## config.mk

```make
export PLATFORM = sky130hd
export DESIGN_NAME = ysyx_22041211_axi_arbiter
export DESIGN_NICKNAME = d
export VERILOG_FILES = /design/src/rtl/ysyx_22041211_axi_arbiter.sv
export SDC_FILE = /design/constraint.sdc
export NUM_CORES = 1
export LEC_CHECK = 0
export BUFFER_PORTS_ARGS = -buffer_cell sky130_fd_sc_hd__buf_2
export CORE_AREA = 10 10 133 135
export CTS_BUF_LIST = sky130_fd_sc_hd__clkbuf_8
export DETAILED_ROUTE_END_ITERATION = 6
export DIE_AREA = 0 0 143 145
export PLACE_DENSITY = 0.44
export SLEW_MARGIN = 40
export SYNTH_ARGS = -nofsm -noshare
export SYNTH_HDL_FRONTEND = slang
export SYNTH_SLANG_ARGS = --single-unit
```

## constraint.sdc

```tcl
create_clock -name clk -period 1.75 [get_ports clk]
set_clock_uncertainty 0.05 [all_clocks]
set_input_delay 0.35 -clock clk [delete_from_list [all_inputs] [get_ports clk]]
set_output_delay 0.35 -clock clk [all_outputs]
set_load 0.01 [all_outputs]
```

## src/rtl/ysyx_22041211_axi_arbiter.sv

```systemverilog
// Two-master AXI-lite arbiter: IFU reads and LSU reads/writes share one SRAM slave.
// One grant at a time, held until the response handshake; LSU write > LSU read > IFU read.
module ysyx_22041211_axi_arbiter #(
   parameter int ADDR_LEN = 32,
   parameter int DATA_LEN = 32
) (
   input  logic                  clk,
   input  logic                  rst,
   // IFU read (M0)
   input  logic [ADDR_LEN-1:0]   m0_ar_addr_i,
   input  logic                  m0_ar_valid_i,
   output logic                  m0_ar_ready_o,
   output logic [DATA_LEN-1:0]   m0_r_data_o,
   output logic [1:0]            m0_r_resp_o,
   output logic                  m0_r_valid_o,
   input  logic                  m0_r_ready_i,
   // LSU read (M1)
   input  logic [ADDR_LEN-1:0]   m1_ar_addr_i,
   input  logic                  m1_ar_valid_i,
   output logic                  m1_ar_ready_o,
   output logic [DATA_LEN-1:0]   m1_r_data_o,
   output logic [1:0]            m1_r_resp_o,
   output logic                  m1_r_valid_o,
   input  logic                  m1_r_ready_i,
   // LSU write (M1)
   input  logic [ADDR_LEN-1:0]   m1_aw_addr_i,
   input  logic                  m1_aw_valid_i,
   output logic                  m1_aw_ready_o,
   input  logic [DATA_LEN-1:0]   m1_w_data_i,
   input  logic [DATA_LEN/8-1:0] m1_w_strb_i,
   input  logic                  m1_w_valid_i,
   output logic                  m1_w_ready_o,
   output logic [1:0]            m1_b_resp_o,
   output logic                  m1_b_valid_o,
   input  logic                  m1_b_ready_i,
   // SRAM side
   output logic [ADDR_LEN-1:0]   s_ar_addr_o,
   output logic                  s_ar_valid_o,
   input  logic                  s_ar_ready_i,
   input  logic [DATA_LEN-1:0]   s_r_data_i,
   input  logic [1:0]            s_r_resp_i,
   input  logic                  s_r_valid_i,
   output logic                  s_r_ready_o,
   output logic [ADDR_LEN-1:0]   s_aw_addr_o,
   output logic                  s_aw_valid_o,
   input  logic                  s_aw_ready_i,
   output logic [DATA_LEN-1:0]   s_w_data_o,
   output logic [DATA_LEN/8-1:0] s_w_strb_o,
   output logic                  s_w_valid_o,
   input  logic                  s_w_ready_i,
   input  logic [1:0]            s_b_resp_i,
   input  logic                  s_b_valid_i,
   output logic                  s_b_ready_o
);

   localparam logic [1:0] IDLE      = 2'd0;
   localparam logic [1:0] GNT_IFU_R = 2'd1;
   localparam logic [1:0] GNT_LSU_R = 2'd2;
   localparam logic [1:0] GNT_LSU_W = 2'd3;

   logic [1:0] state, state_next, grant;
   logic       ar_done, aw_done, w_done;
   logic       ifu_r, lsu_r, lsu_w;

   // Outputs decode from grant, which reads as IDLE while rst is high so nothing leaks mid-reset.
   assign grant = rst ? IDLE : state;
   assign ifu_r = (grant == GNT_IFU_R);
   assign lsu_r = (grant == GNT_LSU_R);
   assign lsu_w = (grant == GNT_LSU_W);

   // Read address: each beat is issued once per grant, then valid and ready are masked.
   assign s_ar_addr_o   = ifu_r ? m0_ar_addr_i : (lsu_r ? m1_ar_addr_i : '0);
   assign s_ar_valid_o  = ((ifu_r & m0_ar_valid_i) | (lsu_r & m1_ar_valid_i)) & ~ar_done;
   assign m0_ar_ready_o = ifu_r & s_ar_ready_i & ~ar_done;
   assign m1_ar_ready_o = lsu_r & s_ar_ready_i & ~ar_done;

   assign m0_r_data_o   = ifu_r ? s_r_data_i : '0;
   assign m0_r_resp_o   = ifu_r ? s_r_resp_i : 2'b00;
   assign m0_r_valid_o  = ifu_r & s_r_valid_i;
   assign m1_r_data_o   = lsu_r ? s_r_data_i : '0;
   assign m1_r_resp_o   = lsu_r ? s_r_resp_i : 2'b00;
   assign m1_r_valid_o  = lsu_r & s_r_valid_i;
   assign s_r_ready_o   = (ifu_r & m0_r_ready_i) | (lsu_r & m1_r_ready_i);

   // AW and W travel independently; the grant waits for B whatever their order.
   assign s_aw_addr_o   = lsu_w ? m1_aw_addr_i : '0;
   assign s_aw_valid_o  = lsu_w & m1_aw_valid_i & ~aw_done;
   assign m1_aw_ready_o = lsu_w & s_aw_ready_i & ~aw_done;
   assign s_w_data_o    = lsu_w ? m1_w_data_i : '0;
   assign s_w_strb_o    = lsu_w ? m1_w_strb_i : '0;
   assign s_w_valid_o   = lsu_w & m1_w_valid_i & ~w_done;
   assign m1_w_ready_o  = lsu_w & s_w_ready_i & ~w_done;
   assign m1_b_resp_o   = lsu_w ? s_b_resp_i : 2'b00;
   assign m1_b_valid_o  = lsu_w & s_b_valid_i;
   assign s_b_ready_o   = lsu_w & m1_b_ready_i;

   always_comb begin
      // NOTE: default assignment first so every path drives state_next and no latch is inferred.
      state_next = state;
      case (state)
         IDLE: begin
            if (m1_aw_valid_i | m1_w_valid_i) state_next = GNT_LSU_W;
            else if (m1_ar_valid_i)           state_next = GNT_LSU_R;
            else if (m0_ar_valid_i)           state_next = GNT_IFU_R;
         end
         GNT_IFU_R: if (s_r_valid_i & m0_r_ready_i) state_next = IDLE;
         GNT_LSU_R: if (s_r_valid_i & m1_r_ready_i) state_next = IDLE;
         GNT_LSU_W: if (s_b_valid_i & m1_b_ready_i) state_next = IDLE;
         default:   state_next = IDLE;
      endcase
   end

   // NOTE: sequential state uses non-blocking assignments so every flop samples pre-edge values.
   always_ff @(posedge clk) begin
      if (rst) begin
         state   <= IDLE;
         ar_done <= 1'b0;
         aw_done <= 1'b0;
         w_done  <= 1'b0;
      end else begin
         state <= state_next;
         if (state_next == IDLE) begin
            ar_done <= 1'b0;
            aw_done <= 1'b0;
            w_done  <= 1'b0;
         end else begin
            if (s_ar_valid_o & s_ar_ready_i) ar_done <= 1'b1;
            if (s_aw_valid_o & s_aw_ready_i) aw_done <= 1'b1;
            if (s_w_valid_o & s_w_ready_i)   w_done  <= 1'b1;
         end
      end
   end

endmodule

```

==> flow_metrics.env, run 1 <==
export IMPL_clock_tree_root_cell="clkbuf_8"
export IMPL_dp_hpwl_um=12620
export IMPL_power_switching_uw=685.4
export IMPL_rows=45
export IMPL_drc_errors=0
export IMPL_syn_area_per_cell_um2=6.637
export IMPL_combPwrFrac_pct=79.5
export IMPL_end_kind="output pin"
export IMPL_fp_coreArea_um2=15030
export IMPL_grt_overflow_total=0
export IMPL_drt_total_wl_um=15980
export IMPL_cts_tree="built"
export IMPL_via_per_inst=4.187
export IMPL_setup_viol=179
export IMPL_drt_iter0_drc=101
export IMPL_report_final_slew_viol_count=0
export IMPL_required_ps=1350
export IMPL_clock_power_share_pct=12.5
export IMPL_power_density_nw_per_um2=362.7
export IMPL_switching_share_pct=40.99
export IMPL_synth_compound_area_share_pct=22.45
export IMPL_total_power_mw=1.672
export IMPL_violations="negative setup slack"
export IMPL_outcome="complete, but fails checks"
export IMPL_htreeDepth=1
export IMPL_wl_per_cell_um=19.60
export IMPL_diodes=0
export IMPL_synth_top_area_share_pct=28.35
export IMPL_grt_pass1_wl_um=20910
export IMPL_syn_inst=246
export IMPL_synth_top_family_by_area="simple AND/OR/NAND/NOR gates"
export IMPL_die_y_um=145
export IMPL_yosysSeqAreaShare_pct=6.130
export IMPL_start_kind="flip-flop"
export IMPL_synth_most_common_cell="and3_1"
export IMPL_rsz0062_at_grt="yes"
export IMPL_synth_nets=428
export IMPL_yosys_area_share_simple_pct=63.07
export IMPL_cts_buffers=3
export IMPL_seqPwrFrac_pct=8.0
export IMPL_slew_headroom_pct=70.02
export IMPL_synthTopCellsByArea="and3_1 (28%), and2_1 (27%), a22o_1 (18%), dfxtp_1 (6.1%), clkbuf_1 (5.3%)"
export IMPL_dieWidth_um=143
export IMPL_nets=810
export IMPL_synth_largest_area_cell="and3_1"
export IMPL_fin_tns_setup_ps=-15390
export IMPL_numPortBuffers=363
export IMPL_synthXorXnorAreaFrac_pct=0
export IMPL_tightest_slew_ps=445.1
export IMPL_p_int_uw=986.8
export IMPL_clkLatencyLatePin_ps=220
export IMPL_hold_viol_final=0
export IMPL_period_needed_ps=1889
export IMPL_drive_above_1_share_pct=72.09
export IMPL_crit_arrival_ps=1490
export IMPL_fmax_mhz=529.4
export IMPL_period_share_pct=107.9
export IMPL_ys_warn_count=0
export IMPL_worst_path_max_fanout=5
export IMPL_drt_pass1_iterations=4
export IMPL_ys_seq_elements=5
export IMPL_io_pins=364
export IMPL_path_class="flip-flop to output pin"
export IMPL_synthTopCellsByCount="and3_1 (74), and2_1 (71), a22o_1 (33), clkbuf_1 (23), buf_2 (7)"
export IMPL_dieArea_um2=20740
export IMPL_synthArstFlopShare_pct=0
export IMPL_synth_edf_count=0
export IMPL_clock_path_buffers=2
export IMPL_max_vdd_ir_drop_v=0.0002625
export IMPL_start_util_pct=10.86
export IMPL_clk_pin_slew_ps=40
export IMPL_ys_flop_type="dfxtp_1"
export IMPL_p_leak_nw=2.954
export IMPL_hold_path_class="input pin to flip-flop"
export IMPL_vias=3412
export IMPL_place_gp_congestion=0.8035
export IMPL_clock_sinks=5
export IMPL_synthesis_area_um2=1633
export IMPL_synthAdderAreaFrac_pct=0
export IMPL_grt_pass1_vias=3656
export IMPL_detail_route_antenna_nets=0
export IMPL_synth_mux_area_share_pct=0
export IMPL_synthDistinctLibCells=26
export IMPL_setup_slack_ps=-138.8
export IMPL_track_usage_pct=12.51
export IMPL_grt_max_degree=41
export IMPL_maxCapViolCount=0
export IMPL_antenna_found_initial=1
export IMPL_area_delta_synth_final_pct=182.4
export IMPL_final_core_util_pct=30.67
-- registers in the layout, indices dropped and copies added (netlist names) --
| name | flops |
|---|---|
| ar_done | 1 |
| aw_done | 1 |
| state | 2 |
| w_done | 1 |
-- per-layer routing --
layer	GRT usage, %	vias up	share of wire (%)
met4	1.342	2	0.97
met2	24.94	233	53
li1	-	1640	-
met5	0	-	0.081
met3	6.095	12	12
met1	11.12	1525	34
-- timing repair --
item / in CTS / in global routing
setup endpoints to repair: 178 / 179
setup buffers: 3 / 5
gates resized for setup: 17 / 82
hold buffers: 0 / 0
endpoints found under the hold margin: 0 / 0
cloned: 3 / 9
pin swaps: 1 / 10
-- cell type report --
cell class | count | area [µm²]
Sequential cell | 5 | 105.1
Tap cell | 188 | 235.2
Inverter | 2 | 7.507
Clock inverter | 1 | 3.754
Fill cell | 1644 | 10420
Timing Repair Buffer | 408 | 2656
Clock buffer | 3 | 41.29
Multi-Input combinational cell | 208 | 1562
-- logic make-up after synthesis --
logic type / count (synthesis)
AOI/OAI and AO/OA: 42
buffers and inverters: 33
DFF: 5
and+or+nand+nor: 166
-- cell usage in the layout (no fill, tap or decap), types with 3 or more instances in the layout --
cell / instances
a22o_1: 33
buf_8: 3
nor3b_2: 3
buf_6: 39
inv_1: 3
clkbuf_8: 3
buf_12: 7
dfxtp_1: 3
clkbuf_16: 7
and3_4: 13
buf_4: 20
and3_1: 61
nor2_1: 5
and2_1: 55
and2_4: 16
buf_2: 330
-- through the flow --
stage	area (µm²)	cells	setup slack [ps]	hold WS, ps
2_1_floorplan	1633	246	42.73	368.9
3_3_place_gp	3830	792	-31.02	512.2
3_5_place_dp	3830	792	-54.27	493.5
4_1_cts	4015	802	-141.7	407.0
5_1_grt	4611	815	-212.9	439.2
6_report	4611	815	-138.8	406.0
-- power groups by stage --
stage	logic [mW]	registers [mW]	clock network [mW]
2_1_floorplan	0.452	0.134	0
3_3_place_gp	1.05	0.135	0
3_5_place_dp	1.05	0.134	0
4_1_cts	1.13	0.133	0.212
5_1_grt	1.44	0.135	0.227
6_report	1.33	0.134	0.208
-- critical path: stages, from the launching register on --
cell and delay [ps]:
dfxtp_4 350, nor2b_4 130, buf_4 150, clkbuf_16 170, clkbuf_16 160, and3_1 170, buf_2 140
-- worst paths after layout --
kind                from  cells past startpoint  slack (ps)              end
max             state[1]                      6        -140  s_aw_addr_o[19]
min          s_w_ready_i                      3         410           w_done
max reg2reg     state[1]                      8         100          aw_done
min reg2reg      ar_done                      2         510          ar_done
Power figures use the tool's default switching activity.
==> inputs of run 2 (changes only) <==
--- a/config.mk
+++ b/config.mk
@@ -7,7 +7,7 @@
 export LEC_CHECK = 0
 export BUFFER_PORTS_ARGS = -buffer_cell sky130_fd_sc_hd__buf_2
 export CORE_AREA = 10 10 133 135
-export CTS_BUF_LIST = sky130_fd_sc_hd__clkbuf_8
+export CTS_BUF_LIST = sky130_fd_sc_hd__clkbuf_4 sky130_fd_sc_hd__clkbuf_8 sky130_fd_sc_hd__clkbuf_16
 export DETAILED_ROUTE_END_ITERATION = 6
 export DIE_AREA = 0 0 143 145
 export PLACE_DENSITY = 0.44
==> run 2 against run 1 <==
- die area is the same
- via count is 0.23% lower
- critical path depth shrank 1
- count of clock-buffer cells in the layout grew 1
- non-clock buffer count down 3
- sequential cell count is the same
- clock power increased by 88%
- global-route usage grew 0.10 points
- worst hold slack worse by 10 ps
- the run still ends with negative setup slack left
- setup slack got worse by 6.2 ps
- critical path type unchanged
- wire length fell by 0.43%
- register-to-register slack better by 30 ps
==> flow_metrics.env, run 2 (synthesized netlist as in run 1, its figures left out) <==
export IMPL_track_usage_pct=12.61
export IMPL_fmax_mhz=527.7
export IMPL_clock_tree_root_cell="clkbuf_16"
export IMPL_dp_hpwl_um=12620
export IMPL_cts_buffers=3
export IMPL_power_density_nw_per_um2=390.7
export IMPL_report_final_slew_viol_count=0
export IMPL_maxCapViolCount=0
export IMPL_grt_overflow_total=0
export IMPL_drt_total_wl_um=15910
export IMPL_crit_end="m1_r_valid_o"
export IMPL_die_y_um=145
export IMPL_hold_viol_final=0
export IMPL_drt_pass1_iterations=4
export IMPL_tightest_slew_ps=500.2
export IMPL_clkLatencyLatePin_ps=230
export IMPL_rsz0062_at_grt="yes"
export IMPL_largest_register="state"
export IMPL_fin_cells=812
export IMPL_cts_tree="built"
export IMPL_placed_cells=792
export IMPL_outcome="complete, but fails checks"
export IMPL_clock_sinks=5
export IMPL_reg2reg_depth=5
export IMPL_antenna_found_initial=1
export IMPL_seq_area_um2=105.1
export IMPL_drive_above_1_share_pct=76.76
export IMPL_total_power_mw=1.909
export IMPL_clk_pin_slew_ps=30
export IMPL_dp_slack_ps=-54.27
export IMPL_htreeDepth=1
export IMPL_io_pins=364
export IMPL_required_ps=1350
export IMPL_fill_cells=1609
export IMPL_timing_rr_start="state[0]"
export IMPL_start_util_pct=10.86
export IMPL_p_leak_nw=3.008
export IMPL_dieWidth_um=143
export IMPL_violations="negative setup slack"
export IMPL_max_vdd_ir_drop_v=0.0003420
export IMPL_fp_coreArea_um2=15030
export IMPL_drt_iter0_drc=87
export IMPL_hold_buffers=0
export IMPL_numPortBuffers=363
export IMPL_crit_chain="nor2b_4 -> and2b_4 -> buf_12 -> and2_1 -> buf_2"
export IMPL_period_needed_ps=1895
export IMPL_dieArea_um2=20740
export IMPL_area_delta_synth_final_pct=199.3
export IMPL_grt_max_degree=41
export IMPL_grt_pass1_vias=3671
export IMPL_startpoint="state[1]"
export IMPL_final_common_cell="buf_2"
export IMPL_setup_slack_ps=-145.0
export IMPL_grt_pass1_wl_um=21020
export IMPL_largest_reg_flops=2
export IMPL_vias=3404
export IMPL_rows=45
export IMPL_cp_slowest_cell="dfxtp_4"
export IMPL_crit_arrival_ps=1500
export IMPL_place_gp_congestion=0.8035
export IMPL_period_share_pct=108.3
export IMPL_layout_common_cells="buf_2 (301), buf_6 (69), and3_1 (58), and2_4 (42), a22o_1 (33)"
export IMPL_reg2reg_slack_ps=130
export IMPL_start_kind="flip-flop"
export IMPL_slew_headroom_pct=66.30
export IMPL_path_class="flip-flop to output pin"
export IMPL_worst_path_max_fanout=20
export IMPL_end_kind="output pin"
export IMPL_clock_path_buffers=2
export IMPL_setup_viol=179
export IMPL_r2r_end="ar_done"
export IMPL_via_per_inst=4.192
export IMPL_hold_path_class="input pin to flip-flop"
export IMPL_multi_input_area_um2=1628
export IMPL_drc_errors=0
export IMPL_fin_tns_setup_ps=-15280
export IMPL_crit_path_max_incr_delay_ps=350
export IMPL_diodes=0
export IMPL_wl_per_cell_um=19.59
export IMPL_nets=807
export IMPL_detail_route_antenna_nets=0
[run 2: cell type report]
class,instances,area share [%]
clock buffer,4,1.690
timing repair buffer,405,57.89
multi-input combinational,208,33.31
inverter,2,0.1536
tap,188,4.813
sequential,5,2.151
[run 2: through the flow]
stage	hold slack, ps	utilization (%)	instance area [µm²]
2_1_floorplan	368.9	-	1633
3_3_place_gp	512.2	25.48	3830
3_5_place_dp	493.5	25.48	3830
4_1_cts	397.9	26.98	4056
5_1_grt	435.8	32.51	4887
6_report	395.7	32.51	4887
[run 2: how the worst min path moves through the flow]
stage / from / endpoint / slack, ps / cells past startpoint
floorplan: rst / ar_done / 370 / 1
global placement: ar_done / ar_done / 510 / 2
detailed placement: aw_done / aw_done / 490 / 2
CTS: s_w_ready_i / w_done / 400 / 3
global route: s_aw_ready_i / aw_done / 440 / 3
finish: s_w_ready_i / w_done / 400 / 3
[run 2: per-layer routing]
metal | vias to the layer above | track usage (%) | share of wire [%] | wire [µm]
met5 | - | 0 | 0.13 | 20
met2 | 232 | 25.22 | 54 | 8553
met4 | 2 | 1.651 | 0.69 | 110
met3 | 12 | 6.095 | 12 | 1950
li1 | 1637 | - | - | -
met1 | 1521 | 11.06 | 33 | 5272
[run 2: what timing repair did]
item / 4_1_cts / 5_1_grt
buffers inserted: 3 / 3
endpoints found under the setup margin: 178 / 181
cloned: 3 / 8
pin swaps: 9 / 32
gates resized for setup: 18 / 146
[run 2: critical path: cells and delay by family, from the launching register on]
| kind | cells | cell delay (ps) |
|---|---|---|
| buffers and inverters | 2 | 330 |
| DFF | 1 | 350 |
| and+or+nand+nor | 3 | 570 |
[run 2: where the power goes]
part	leakage (nW)	internal, mW	switching [mW]
sequential	0.0417	0.125	0.00920
combinational	2.92	0.761	0.622
clock	0.0416	0.317	0.0750
==> inputs of run 3 (changes only) <==
--- a/config.mk
+++ b/config.mk
@@ -5,7 +5,7 @@
 export SDC_FILE = /design/constraint.sdc
 export NUM_CORES = 1
 export LEC_CHECK = 0
-export BUFFER_PORTS_ARGS = -buffer_cell sky130_fd_sc_hd__buf_2
+export BUFFER_PORTS_ARGS = -buffer_cell sky130_fd_sc_hd__clkbuf_2
 export CORE_AREA = 10 10 133 135
 export CTS_BUF_LIST = sky130_fd_sc_hd__clkbuf_4 sky130_fd_sc_hd__clkbuf_8 sky130_fd_sc_hd__clkbuf_16
 export DETAILED_ROUTE_END_ITERATION = 6
==> run 3 against run 2 <==
- the flow still finishes with violations (negative setup slack)
- combinational power increased by 7%
- die area did not move
- sequential power about the same
- non-clock buffer count is 8 higher
- maximum frequency fell by 1.4%
- setup slack got worse by 27 ps
- critical path depth grew 2
- global-route usage increased by 1.1 points
- first-iteration DRC count fell by 25%
- sequential cell count unchanged
- critical path type unchanged
- critical endpoint is now m0_r_valid_o
- highest routed layer is now met4
==> flow_metrics.env, run 3 (synthesized netlist as in run 1, its figures left out) <==
export IMPL_final_common_cell="clkbuf_2"
export IMPL_largest_register="state"
export IMPL_hold_start="s_ar_ready_i"
export IMPL_dieArea_um2=20740
export IMPL_grt_max_degree=38
export IMPL_vias=3457
export IMPL_fp_coreArea_um2=15030
export IMPL_dp_slack_ps=-75.78
export IMPL_grt_pass1_wl_um=22560
export IMPL_max_vdd_ir_drop_v=0.0003745
export IMPL_cts_tree="built"
export IMPL_wl_per_cell_um=19.76
export IMPL_path_class="flip-flop to output pin"
export IMPL_slew_headroom_pct=70.12
export IMPL_outcome="complete, but fails checks"
export IMPL_detail_route_antenna_nets=0
export IMPL_tightest_slew_ps=443.5
export IMPL_via_per_inst=4.216
export IMPL_end_kind="output pin"
export IMPL_start_util_pct=10.86
export IMPL_grt_pass1_vias=3907
export IMPL_grt_overflow_total=0
export IMPL_drive_above_1_share_pct=76.58
export IMPL_p_leak_nw=2.993
export IMPL_period_share_pct=109.8
export IMPL_startpoint="state[1]"
export IMPL_required_ps=1350
export IMPL_drt_pass1_iterations=4
export IMPL_fill_cells=1574
export IMPL_area_delta_synth_final_pct=212.8
export IMPL_place_gp_congestion=0.7708
export IMPL_report_final_slew_viol_count=0
export IMPL_dieWidth_um=143
export IMPL_rows=45
export IMPL_fin_tns_setup_ps=-17400
export IMPL_dp_hpwl_um=12440
export IMPL_die_y_um=145
export IMPL_clock_path_buffers=2
export IMPL_numPortBuffers=363
export IMPL_clock_sinks=5
export IMPL_hold_buffers=0
export IMPL_violations="negative setup slack"
export IMPL_largest_reg_flops=2
export IMPL_io_pins=364
export IMPL_setup_slack_ps=-171.6
export IMPL_crit_arrival_ps=1520
export IMPL_track_usage_pct=13.67
export IMPL_diodes=0
export IMPL_fmax_mhz=520.4
export IMPL_htreeDepth=1
export IMPL_timing_rr_start="state[0]"
export IMPL_maxCapViolCount=0
export IMPL_clkLatencyLatePin_ps=220
export IMPL_power_density_nw_per_um2=391.3
export IMPL_drt_iter0_drc=65
export IMPL_clock_tree_root_cell="clkbuf_16"
export IMPL_cts_buffers=3
export IMPL_period_needed_ps=1922
export IMPL_hold_viol_final=0
export IMPL_layout_common_cells="clkbuf_2 (226), buf_2 (78), and2_1 (64), buf_6 (64), and3_4 (43)"
export IMPL_drc_errors=0
export IMPL_rsz0062_at_grt="yes"
export IMPL_clk_pin_slew_ps=30
export IMPL_worst_path_max_fanout=8
export IMPL_hold_path_class="input pin to flip-flop"
export IMPL_nets=815
export IMPL_antenna_found_initial=0
export IMPL_start_kind="flip-flop"
export IMPL_drt_total_wl_um=16200
export IMPL_setup_viol=182
run 3: cell types whose count changed in the layout (fill, tap and decap cells not counted), moves of 3 or more:
cell       previous run  this run
and2_1               29        64
and2_4               42         7
and3_1               58        31
and3_4               16        43
buf_16                2         5
buf_2               301        78
buf_6                69        64
buf_8                 2         6
clkbuf_16            11         8
clkbuf_2              0       226
run 3: where the power goes:
| part | leakage (nW) | total [mW] | switching [mW] | internal (mW) |
|---|---|---|---|---|
| sequential | 0.0417 | 0.133 | 0.00814 | 0.125 |
| combinational | 2.91 | 1.48 | 0.659 | 0.818 |
| clock | 0.0416 | 0.388 | 0.0713 | 0.317 |
run 3: repair_timing:
item | CTS | global route
resized for setup | 30 | 274
endpoints found under the setup margin | 174 | 185
gates cloned | 9 | 5
pin swaps | 4 | 62
buffers inserted | 9 | 7
run 3: per-layer routing:
metal / wire [µm] / global-route usage (%)
met1: 5191 / 12.13
met2: 8578 / 27.19
met3: 2248 / 6.714
met4: 184 / 1.548
met5: 0 / 0
run 3: worst paths after layout:
kind                        to  slack, ps  cells after the start
setup / recovery  m0_r_valid_o       -170                      7
hold reg to reg        ar_done        480                      2
hold / removal         ar_done        420                      3
setup reg to reg       aw_done         80                      6
run 3: area by class of cell:
cell class / count / area, µm² / share of cell area (%)
Sequential cell: 5 / 105.1 / 2.058
Timing Repair Buffer: 413 / 2969 / 58.13
Tap cell: 188 / 235.2 / 4.606
Clock buffer: 4 / 82.58 / 1.617
Multi-Input combinational cell: 208 / 1708 / 33.44
Inverter: 2 / 7.507 / 0.1470
run 3: worst max-delay path, cell delays in order (launching register included):
cell,delay [ps]
dfxtp_2,320
buf_6,110
nor3b_4,180
buf_4,150
buf_12,130
clkbuf_16,150
and2_1,110
buf_2,130
run 3: through the flow:
stage / power (mW) / hold WS [ps] / utilization [%] / cells / cell area, µm²
floorplan: 0.5866 / 368.9 / - / 246 / 1633
global placement: 1.181 / 465.3 / 25.33 / 789 / 3807
detailed placement: 1.173 / 468.5 / 25.33 / 789 / 3807
CTS: 1.841 / 412.2 / 29.00 / 811 / 4359
global route: 2.138 / 425.0 / 33.97 / 820 / 5107
finish: 1.998 / 416.1 / 33.97 / 820 / 5107
